**src/rtl/sr_fp_pkg.sv**
```systemverilog
// Shared single-precision FP definitions for the sequential arithmetic blocks.
// Field positions, special result words and the common FSM state encoding.
package sr_fp_pkg;

    localparam int SR_SIGN_BIT = 31;
    localparam int SR_EXP_MSB  = 30;
    localparam int SR_EXP_LSB  = 23;
    localparam int SR_MAN_MSB  = 22;
    localparam int SR_MAN_LSB  = 0;

    localparam logic [31:0] SR_ZERO = 32'h0000_0000;
    localparam logic [31:0] SR_NAN  = 32'hFFFF_FFFF;

    typedef enum logic [2:0] {
        SR_IDLE  = 3'd0,
        SR_ALIGN = 3'd1,
        SR_SUB   = 3'd2,
        SR_NORM  = 3'd3,
        SR_DONE  = 3'd4
    } sr_state_e;

endpackage

```
**src/rtl/sr_fp_unpack.sv**
```systemverilog
// Splits an FP32 word into sign, exponent and 24-bit mantissa with hidden one.
// Combinational; an exponent field of zero is reported as zero.
module sr_fp_unpack
    import sr_fp_pkg::*;
(
    input  logic [31:0] word_i,
    output logic        sign_o,
    output logic [7:0]  exp_o,
    output logic [23:0] man_o,
    output logic        zero_o
);

    assign sign_o = word_i[SR_SIGN_BIT];
    assign exp_o  = word_i[SR_EXP_MSB:SR_EXP_LSB];
    assign man_o  = {1'b1, word_i[SR_MAN_MSB:SR_MAN_LSB]};
    assign zero_o = (exp_o == 8'd0);

endmodule

```
**src/rtl/srsub_seq.sv**
```systemverilog
// Multi-cycle same-sign FP32 magnitude subtractor z = a - b, truncating, iterative normalize.
// Latency 1 (special), 2 (exact cancel), 3+k (k normalize shifts); result held until out_ready.
module srsub_seq
    import sr_fp_pkg::*;
(
    input  logic        clk,
    input  logic        rst_n,
    input  logic        in_valid,
    output logic        in_ready,
    input  logic [31:0] a,
    input  logic [31:0] b,
    output logic        out_valid,
    input  logic        out_ready,
    output logic [31:0] z,
    output logic        err
);

    sr_state_e   state_q;
    logic [31:0] a_q, b_q, z_q;
    logic        err_q, sign_q;
    logic [7:0]  e_q;
    logic [25:0] ml_q, ms_q, m_q;

    logic        sa, sb, za, zb;
    logic [7:0]  ea, eb;
    logic [23:0] mna, mnb;

    sr_fp_unpack u_unpack_a (.word_i(a_q), .sign_o(sa), .exp_o(ea), .man_o(mna), .zero_o(za));
    sr_fp_unpack u_unpack_b (.word_i(b_q), .sign_o(sb), .exp_o(eb), .man_o(mnb), .zero_o(zb));

    logic        b_gt, rsign;
    logic [7:0]  el, es, ediff;
    logic [23:0] man_l, man_s;
    logic [30:0] big_mag;
    logic [25:0] ms_shift, m_diff;

    // The magnitude compare picks the larger operand so the difference never goes negative.
    always_comb begin
        b_gt    = (b_q[30:0] > a_q[30:0]);
        rsign   = b_gt ? ~sa : sa;
        el      = b_gt ? eb : ea;
        es      = b_gt ? ea : eb;
        man_l   = b_gt ? mnb : mna;
        man_s   = b_gt ? mna : mnb;
        big_mag = b_gt ? b_q[30:0] : a_q[30:0];
        ediff   = el - es;
        ms_shift = {man_s, 2'b00} >> ediff;
        m_diff  = ml_q - ms_q;
    end

    always_ff @(posedge clk or negedge rst_n) begin
        if (!rst_n) begin
            state_q <= SR_IDLE;
            a_q     <= SR_ZERO;
            b_q     <= SR_ZERO;
            z_q     <= SR_ZERO;
            err_q   <= 1'b0;
            sign_q  <= 1'b0;
            e_q     <= 8'd0;
            ml_q    <= 26'd0;
            ms_q    <= 26'd0;
            m_q     <= 26'd0;
        end else begin
            case (state_q)
                SR_IDLE: begin
                    if (in_valid) begin
                        a_q     <= a;
                        b_q     <= b;
                        err_q   <= 1'b0;
                        state_q <= SR_ALIGN;
                    end
                end
                SR_ALIGN: begin
                    if (sa != sb) begin
                        z_q     <= SR_NAN;
                        err_q   <= 1'b1;
                        state_q <= SR_DONE;
                    end else if (zb) begin
                        z_q     <= a_q;
                        state_q <= SR_DONE;
                    end else if (za) begin
                        z_q     <= {~sb, b_q[30:0]};
                        state_q <= SR_DONE;
                    end else if (ediff > 8'd25) begin
                        z_q     <= {rsign, big_mag};
                        state_q <= SR_DONE;
                    end else begin
                        sign_q  <= rsign;
                        e_q     <= el;
                        ml_q    <= {man_l, 2'b00};
                        ms_q    <= ms_shift;
                        state_q <= SR_SUB;
                    end
                end
                SR_SUB: begin
                    if (m_diff == 26'd0) begin
                        z_q     <= SR_ZERO;
                        state_q <= SR_DONE;
                    end else begin
                        m_q     <= m_diff;
                        state_q <= SR_NORM;
                    end
                end
                SR_NORM: begin
                    if (m_q[25]) begin
                        z_q     <= {sign_q, e_q, m_q[24:2]};
                        state_q <= SR_DONE;
                    end else if (e_q == 8'd1) begin
                        z_q     <= SR_ZERO;
                        state_q <= SR_DONE;
                    end else begin
                        m_q <= {m_q[24:0], 1'b0};
                        e_q <= e_q - 8'd1;
                    end
                end
                SR_DONE: begin
                    if (out_ready) state_q <= SR_IDLE;
                end
                default: state_q <= SR_IDLE;
            endcase
        end
    end

    assign in_ready  = (state_q == SR_IDLE);
    assign out_valid = (state_q == SR_DONE);
    assign z         = z_q;
    assign err       = err_q;

endmodule

```
**config.mk**
```make
export PLATFORM = sky130hd
export DESIGN_NAME = srsub_seq
export DESIGN_NICKNAME = d
export VERILOG_FILES = /design/src/rtl/sr_fp_pkg.sv /design/src/rtl/sr_fp_unpack.sv /design/src/rtl/srsub_seq.sv
export SDC_FILE = /design/constraint.sdc
export NUM_CORES = 1
export LEC_CHECK = 0
export BUFFER_PORTS_ARGS = -buffer_cell sky130_fd_sc_hd__buf_2
export CAP_MARGIN = 10
export CORE_MARGIN = 3
export CORE_UTILIZATION = 45
export DETAILED_ROUTE_END_ITERATION = 6
export GPL_ROUTABILITY_DRIVEN = 0
export MAX_ROUTING_LAYER = met4
export PLACE_DENSITY_LB_ADDON = 0.3
export SLEW_MARGIN = 20
export SYNTH_ARGS = -nofsm -noshare
export SYNTH_HDL_FRONTEND = slang
export SYNTH_SLANG_ARGS = --single-unit
```
**constraint.sdc**
```tcl
create_clock -name clk -period 7.45 [get_ports clk]
set_clock_uncertainty 0.15 [all_clocks]
set_input_delay 1.49 -clock clk [delete_from_list [all_inputs] [get_ports clk]]
set_output_delay 1.49 -clock clk [all_outputs]
set_load 0.01 [all_outputs]
```
==> qor.yml, run 1 <==
layout_setup_ws_ns: 1.375
critPathRequiredTime_ns: 7.65
ys_seq_elements: 185
cts_tree: "done"
die_h_um: 172.8
critPathLaunchType: "register"
cts_root_buf: "clkbuf_16"
cp_num_buf_inv: 3
fin_nets: 1566
fin_crit_ns: 6.075
synth_area_um2: 12520
path_class: "reg2reg"
rsz0062_at_grt: "false"
syn_nets: 1501
synth_compound_area_share_pct: 20.35
crit_fanout: 36
muxShareOfSynthArea_pct: 15.58
drt_iter0_drc: 1277
cts_max_level: 4
yosysUniqueCellTypes: 72
relSlewSlack_pct: 37.13
synth-edff-count: 0
fill_cells: 2595
drtAntennaViolNets: 0
yosysTopAreaCell: "dfrtp_1"
min-delay-path-class: "reg2reg"
cts.clk_slew.worst_paths_ns: 0.08
clkLatencyLatePin_ns: 0.44
critical_path.max_stage_delay_ns: 0.61
setup_viol: 0
yosys-top-cells-area: "dfrtp_1 (37%), mux2i_1 (7.3%), a21oi_1 (6.7%)"
die_w_um: 172.8
mostFrequentLayoutCells: "dfrtp_1 (185), a21oi_1 (168), nor2_1 (111)"
numClockSinks: 185
async_flop_share_pct: 100.0
dpl_worst_slack_ns: 1.453
synthAdderAreaFrac_pct: 5.896
vias_per_cell: 5.972
grt_max_degree: 98
cts_buffers: 17
drcViolationCount: 0
row_count: 60
place_hpwl_mm: 26.49
yosys_warnings: 0
cp-end-kind: "register"
overflow: 0
ios: 103
drt_pass1_iterations: 6
antenna_found_initial: 4
worstPathArrival_ns: 6.28
grt_usage_pct: 24.03
worstMarginPinSlew_ns: 0.9431
fin_tns_setup_ns: 0
netlist_instances: 1374
cts_hold_buf: 0
syn_avg_cell_area_um2: 9.112
port_buffers: 102
synth_top_family_by_area: "compound AO/OA/AOI/OAI gates"
postCtsSetupBuffers: 0
layout-drive-gt1-share_pct: 16.74
cts_buffer_depth: 2
synth_ff_type: "dfrtp_1"
synthToLayoutAreaGrowth_pct: 11.79
start_util_pct: 46.07
yosys.area_share.simple_pct: 14.09
ys_seq_area_share_pct: 36.98
synth_xor_area_share_pct: 1.539
grt_pass1_vias: 10155
vias: 10917
cts-resized-gates: 0
routed_wl_mm: 35.18
final_common_cell: "dfrtp_1"
grt_pass1_wl_mm: 56.19
post-synth-top-area-fraction_pct: 36.98
status: "finished clean"
path_delay_family: "simple AND/OR/NAND/NOR gates"
fmax_ghz: 0.1646
worstPathCellList: "inv_1 -> ha_1 -> buf_4 -> nand4_1 -> or4_1 -> a311oi_4 -> nor2_4 -> mux2i_1 -> ha_1 -> nand2_1 -> a31oi_1 -> nor3_1 -> o21ai_0 -> a21oi_1 -> o21ai_0 -> nand3b_1 -> or3_1 -> nor2_4 -> buf_4 -> nor2_1 -> a21oi_1"
period_share_pct: 81.55
wl_per_cell_um: 19.24
finalMaxSlewViolations: 0
hold_viol_final: 0
core_area_um2: 27180
cpMaxStageDelayCell: "or4_1"
fp.dieArea_um2: 29860
drv_cap: 0
==> worst register-to-register path, delay by kind of cell (launching register included) <==
kind                       cells  cell delay (ns)
DFF                            1             0.43
adders and majority gates      2             0.51
and+or+nand+nor                9             2.60
buffers and inverters          3             0.86
muxes                          1             0.17
AOI/OAI and AO/OA              6             1.28
==> layout make-up <==
cell class	instances	area, um^2	area share (%)
Antenna cell	4	10.01	0.07152
Multi-Input combinational cell	1013	7222	51.60
Clock inverter	12	191.4	1.368
Tap cell	372	465.4	3.326
Inverter	103	386.6	2.762
Timing Repair Buffer	119	644.4	4.604
Sequential cell	185	4629	33.08
Clock buffer	20	446.7	3.191
==> worst paths after layout <==
| kind | start | end | slack (ns) | depth (start not counted) |
|---|---|---|---|---|
| worst max-delay path | a_q[23] | ml_q[8] | 1.37 | 21 |
| worst min-delay path | z[26] | z[26] | 0.35 | 1 |
| worst max register to register | a_q[23] | ml_q[8] | 1.37 | 21 |
| worst min register to register | z[26] | z[26] | 0.35 | 1 |
| max in group asynchronous | rst_n | ml_q[19] | 5.04 | 2 |
| min in group asynchronous | rst_n | b_q[24] | 0.84 | 1 |
==> metal layers <==
| layer | up-vias | track usage, % | routed length [um] |
|---|---|---|---|
| li1 | 5121 | - | - |
| met5 | - | - | 0 |
| met1 | 5276 | 36.15 | 16490 |
| met3 | 34 | 5.775 | 3406 |
| met4 | 0 | 5.203 | 492 |
| met2 | 486 | 32.77 | 14790 |
==> through the flow <==
stage	hold WS (ns)	area [um^2]	util (%)	cells
detailed placement	0.3358	13350	49.12	1792
global placement	0.3326	13350	49.11	1792
CTS	0.3521	13990	51.46	1824
global route	0.3702	14000	51.50	1828
finish	0.3536	14000	51.50	1828
floorplan	0.3097	12520	-	1374
==> cell families (layout without fill, tap and decap cells) <==
logic type	Yosys count	count (layout)
AO/OA/AOI/OAI	408	408
multiplexers	159	159
XOR/XNOR	22	22
AND/OR/NAND/NOR	365	365
other	0	4
adder cells (fa/ha/maj)	59	59
flip-flops	185	185
buffers and inverters	176	254
==> sequential cells by signal (all words and copies together), names as in the netlist <==
name     count
ms_q        26
sign_q       1
ml_q        24
z           32
b_q         32
e_q          8
err          1
a_q         32
state_q      3
m_q         26
==> synthesized netlist by cell type (28+ instances only) <==
cell / number
clkbuf_1: 49
a21oi_1: 168
nor2_1: 113
o21ai_0: 80
o21a_1: 28
mux2_2: 43
dfrtp_1: 185
nand2_1: 102
nand3_1: 29
inv_1: 102
ha_1: 59
mux2i_1: 91
Power of run 1 is not shown: default switching activity piles up to over one toggle a cycle in this logic, so the estimate is an artifact.
==> run 2: changes to the inputs <==
==> constraint.sdc (replaced) <==
create_clock -name clk -period 4.9 [get_ports clk]
set_clock_uncertainty 0.15 [all_clocks]
set_input_delay 0.98 -clock clk [delete_from_list [all_inputs] [get_ports clk]]
set_output_delay 0.98 -clock clk [all_outputs]
set_load 0.01 [all_outputs]
==> qor.yml, run 2 (synthesis gave the netlist of run 1 again) <==
path_class: "reg2reg"
grt_pass1_wl_mm: 60.28  # +7.3%
drt_iter0_drc: 937  # -27%
dpl_worst_slack_ns: -0.01442  # -1.468 ns
setup_viol: 0  # unchanged
fmax_ghz: 0.2108  # +28%
crit_fanout: 12  # -67%
fin_nets: 1637  # +4.5%
cts_root_buf: "clkbuf_16"
cts.clk_slew.worst_paths_ns: 0.07  # about the same
grt_pass1_vias: 10933  # +7.7%
routed_wl_mm: 38.04  # +8.1%
antenna_cells: 0  # -4
port_buffers: 102  # unchanged
antenna_found_initial: 0  # -4
place_hpwl_mm: 28.36  # +7.0%
fp.dieArea_um2: 29860  # unchanged
vias_per_cell: 5.919  # -0.89%
critPathLaunchType: "register"
finalMaxSlewViolations: 0  # unchanged
rsz0062_at_grt: "true"
grt_max_degree: 98  # unchanged
grt_usage_pct: 25.68  # +1.6 points
ios: 103  # unchanged
period_share_pct: 96.79  # +15 points
cts_tree: "done"
die_w_um: 172.8  # unchanged
worstMarginPinSlew_ns: 1.089  # +0.1458 ns
worstPathArrival_ns: 4.95  # -1.33 ns
vias: 11211  # +2.7%
start_util_pct: 46.07  # unchanged
fin_cells: 1894  # +3.6%
clkLatencyLatePin_ns: 0.44  # about the same
drt_pass1_iterations: 5  # -1
synthToLayoutAreaGrowth_pct: 17.93
fill_cells: 2486  # -4.2%
layout-drive-gt1-share_pct: 22.60  # +5.9 points
drtAntennaViolNets: 0  # unchanged
relSlewSlack_pct: 27.41  # -9.7 points
hold_slack_ns: 0.3488  # -0.004784 ns
die_h_um: 172.8  # unchanged
row_count: 60  # unchanged
dp.cells: 1846  # +3.0%
min-delay-path-class: "reg2reg"
layout_setup_ws_ns: 0.1573  # -1.217 ns
overflow: 0  # unchanged
cp-end-kind: "register"
critPathRequiredTime_ns: 5.11  # -2.54 ns
cts_buffers: 17  # unchanged
wl_per_cell_um: 20.08  # +4.4%
hold_viol_final: 0  # unchanged
cts_buffer_depth: 2  # unchanged
mostFrequentLayoutCells: "dfrtp_1 (184), a21oi_1 (166), nor2_1 (111)"
cts_max_level: 4  # unchanged
rrSetupSlack_ns: 0.16  # -1.22 ns
fin_crit_ns: 4.743  # -1.333 ns
drv_cap: 0  # unchanged
status: "finished clean"
cts_hold_buf: 0  # unchanged
core_area_um2: 27180  # unchanged
numClockSinks: 185  # unchanged
drcViolationCount: 0  # unchanged
final_common_cell: "dfrtp_1"
==> run 2: timing repair <==
action                                  CTS  global route
setup buffers                             0            15
gates cloned                              0             2
resized for setup                         1            33
pin swaps                                 0             8
endpoints found under the setup margin   18            93
hold endpoints to repair                  0             0
==> run 2: cell type report <==
| cell class | instances | area, um^2 | area share, % |
|---|---|---|---|
| multi-input cells | 1013 | 7453 | 50.48 |
| clock buffers | 18 | 439.2 | 2.975 |
| repair buffers | 190 | 1256 | 8.508 |
| inverters | 103 | 386.6 | 2.619 |
| well taps | 372 | 465.4 | 3.153 |
| flip-flops and latches | 185 | 4631 | 31.36 |
| clock inverters | 13 | 132.6 | 0.8983 |
==> run 2: stage by stage <==
| step | TNS, ns | utilization (%) | area (um^2) |
|---|---|---|---|
| after floorplan | -2.637 | - | 12620 |
| after global placement | 0 | 50.86 | 13820 |
| after detailed placement | -0.03661 | 50.86 | 13820 |
| after CTS | 0 | 52.98 | 14400 |
| after global routing | -0.7163 | 54.33 | 14760 |
| final | 0 | 54.33 | 14760 |
==> run 2: worst max-delay path, cell delays in order, from the launching register on <==
cell and delay, ns:
dfrtp_1 0.39, inv_1 0.13, ha_4 0.30, nand4_1 0.19, or4_4 0.61, a311oi_4 0.33
nor2_4 0.06, mux2i_1 0.12, ha_2 0.23, nand2_4 0.09, a31oi_4 0.08, or4_4 0.45
a21oi_2 0.20, nor4b_4 0.07, or3_4 0.43, a21o_1 0.20, nand4b_4 0.21, clkbuf_16 0.25
mux2i_1 0.19
==> run 2: worst paths after layout <==
check,from,to,cells after the start
max in group asynchronous,rst_n,a_q[21],2
worst max-delay path,a_q[28],z[1],18
worst min-delay path,ml_q[25],ml_q[25],1
worst min register to register,ml_q[25],ml_q[25],1
worst max register to register,a_q[28],z[1],18
min in group asynchronous,rst_n,ms_q[5],1
==> run 2: per-layer routing <==
layer,up-vias,track usage (%),part of all wire [%]
met5,-,-,0
met4,0,9.561,3.6
met3,76,3.733,6.2
met2,446,40.51,47
met1,5452,33.83,43
li1,5237,-,-
Power of run 2 is left out for the same reason.
==> run 3: changes to the inputs <==
--- a/config.mk
+++ b/config.mk
@@ -5,7 +5,8 @@
 export SDC_FILE = /design/constraint.sdc
 export NUM_CORES = 1
 export LEC_CHECK = 0
-export BUFFER_PORTS_ARGS = -buffer_cell sky130_fd_sc_hd__buf_2
+export ABC_AREA = 1
+export BUFFER_PORTS_ARGS = -buffer_cell sky130_fd_sc_hd__buf_4
 export CAP_MARGIN = 10
 export CORE_MARGIN = 3
 export CORE_UTILIZATION = 45
@@ -13,7 +14,6 @@
 export GPL_ROUTABILITY_DRIVEN = 0
 export MAX_ROUTING_LAYER = met4
 export PLACE_DENSITY_LB_ADDON = 0.3
-export SLEW_MARGIN = 20
 export SYNTH_ARGS = -nofsm -noshare
 export SYNTH_HDL_FRONTEND = slang
 export SYNTH_SLANG_ARGS = --single-unit
==> qor.yml, run 3 <==
status: "finished with violations"
violations: "design-rule violations"
yosys.area_share.simple_pct: 30.34  # +16 points
vias: 13110  # +17%
grt_usage_pct: 27.80  # +2.1 points
synthAdderAreaFrac_pct: 5.769  # -0.13 points
cts.clk_slew.worst_paths_ns: 0.08  # about the same
cts_tree: "done"
antenna_cells: 0  # unchanged
crit_fanout: 38  # +26
drt_iter0_drc: 1712  # +83%
rrSetupSlack_ns: 0.40  # +0.25 ns
die_h_um: 174.6  # +1.1%
synth_compound_area_share_pct: 17.09  # -3.3 points
synth_top_family_by_area: "simple AND/OR/NAND/NOR gates"
cts_hold_buf: 0  # unchanged
rsz0062_at_grt: "false"
cts_buffer_depth: 2  # unchanged
cts_max_level: 4  # unchanged
syn_avg_cell_area_um2: 6.806  # -25%
worstPathArrival_ns: 4.73  # -0.22 ns
grt_max_degree: 101  # +3.1%
drcViolationCount: 1  # +1
grt_pass1_wl_mm: 65.50  # +8.7%
critPathLaunchType: "register"
routed_wl_mm: 41.18  # +8.3%
critPathRequiredTime_ns: 5.14  # +0.03 ns
worstSetupEndpoint: "ml_q[8]"
crit_start: "a_q[29]"
yosys_warnings: 0  # unchanged
setup_viol: 0  # unchanged
netlist_instances: 1880  # +37%
fin_crit_ns: 4.496  # -0.2470 ns
synthToLayoutAreaGrowth_pct: 14.07
drt_pass1_iterations: 7  # +2
row_count: 61  # +1.7%
period_share_pct: 91.75  # -5.0 points
reg2reg_to: "ml_q[8]"
post-synth-top-area-fraction_pct: 36.18  # -0.80 points
syn_nets: 2007  # +34%
fp.dieArea_um2: 30500  # +2.1%
async_flop_share_pct: 100.0  # unchanged
cp-end-kind: "register"
grt_pass1_vias: 12244  # +12%
relSlewSlack_pct: 35.29  # +7.9 points
yosysTopAreaCell: "dfrtp_1"
synth_ff_type: "dfrtp_1"
ys_seq_elements: 185  # unchanged
clkLatencyLatePin_ns: 0.46  # +0.02 ns
ios: 103  # unchanged
cts_buffers: 17  # unchanged
fin_tns_setup_ns: 0  # unchanged
synth_xor_area_share_pct: 2.327  # +0.79 points
yosys.cell_count.top_type: "nand2_1"
synth_common_cells: "nand2_1 (569), o21ai_0 (229), nand3_1 (225)"
antenna_found_initial: 0  # unchanged
min-delay-path-class: "reg2reg"
fin_nets: 2063  # +26%
worstMarginPinSlew_ns: 0.9683  # -0.1206 ns
overflow: 0  # unchanged
fmax_ghz: 0.2224  # +5.5%
yosys-top-cells-area: "dfrtp_1 (36%), nand2_1 (17%), o21ai_0 (9.0%)"
vias_per_cell: 5.634  # -4.8%
mostFrequentLayoutCells: "nand2_1 (569), o21ai_0 (229), nand3_1 (225)"
layout-drive-gt1-share_pct: 9.543  # -13 points
die_w_um: 174.6  # +1.1%
core_area_um2: 27930  # +2.8%
wl_per_cell_um: 17.70  # -12%
ys_seq_area_share_pct: 36.18  # -0.80 points
hold_viol_final: 0  # unchanged
synth_area_um2: 12800  # +2.2%
muxShareOfSynthArea_pct: 0.07822  # -16 points
numClockSinks: 185  # unchanged
r2r-start: "a_q[29]"
path_class: "reg2reg"
reg2reg_depth: 25  # +7
finalMaxSlewViolations: 0  # unchanged
drtAntennaViolNets: 0  # unchanged
synth-edff-count: 0  # unchanged
cts_root_buf: "clkbuf_16"
start_util_pct: 45.81  # -0.26 points
final_common_cell: "nand2_1"
yosysUniqueCellTypes: 44  # -39%
port_buffers: 102  # unchanged
place_hpwl_mm: 31.18  # +10%
drv_cap: 0  # unchanged
run 3: final cells by class:
cell class	count	area, um^2
Clock inverter	15	230.2
Tap cell	378	473.0
Sequential cell	185	4629
Timing Repair Buffer	130	1027
Fill cell	2802	13340
Clock buffer	17	425.4
Multi-Input combinational cell	1424	7143
Inverter	178	668.1
run 3: worst max-delay path, stage by stage, from the launching register on:
cell and delay, ns:
dfrtp_1 0.43, inv_1 0.10, ha_1 0.39, nand2_1 0.10, nor2_1 0.19, nand4_1 0.11, nor2_1 0.11, nand2_1 0.09
nand2_2 0.15, nand2_4 0.14, nand2_1 0.13, o211ai_2 0.10, ha_1 0.19, inv_1 0.05, nand2_1 0.10, xnor2_1 0.22
nand2_1 0.17, nand3_1 0.12, nand3_1 0.10, nor2_1 0.14, nand3_2 0.16, buf_6 0.26, inv_2 0.16, buf_4 0.35
nand2_1 0.13, nand2_1 0.08
run 3: how the worst min path moves through the flow:
stage | slack (ns) | start | depth (start not counted) | end
2_1_floorplan | 0.30 | ms_q[4] | 2 | ms_q[4]
3_3_place_gp | 0.31 | z[17] | 2 | z[17]
3_5_place_dp | 0.31 | z[10] | 2 | z[10]
4_1_cts | 0.33 | z[10] | 2 | z[10]
5_1_grt | 0.36 | z[13] | 2 | z[13]
6_report | 0.33 | z[10] | 2 | z[10]
run 3: what timing repair did:
action,4_1_cts,5_1_grt
buffers inserted,0,0
endpoints found under the hold margin,0,0
endpoints found under the setup margin,0,79
resized for setup,0,6
run 3: stage by stage:
step / hold WS [ns] / worst slack (ns) / instances / area, um^2 / util, %
6_report: 0.3320 / 0.4043 / 2327 / 14600 / 52.25
4_1_cts: 0.3318 / 0.2301 / 2327 / 14570 / 52.16
3_3_place_gp: 0.3105 / 0.2750 / 2295 / 13920 / 49.82
2_1_floorplan: 0.2988 / 1.340 / 1880 / 12800 / -
3_5_place_dp: 0.3124 / 0.2919 / 2295 / 13920 / 49.82
5_1_grt: 0.3574 / 0.03825 / 2327 / 14600 / 52.25
run 3: kinds of logic (layout without fill, tap and decap cells):
family	Yosys count	count (layout)
AO/OA/AOI/OAI	407	407
XOR/XNOR	34	34
AND/OR/NAND/NOR	923	923
buffers and inverters	271	340
multiplexers	1	1
flip-flops	185	185
adder cells (fa/ha/maj)	59	59
run 3: metal layers:
metal	track usage, %	up-vias	share of wire, %
li1	-	6349	-
met1	37.15	6092	44
met2	41.75	571	44
met3	5.780	98	8.7
met4	10.74	0	3.8
met5	-	-	0
Power of run 3 is left out for the same reason.
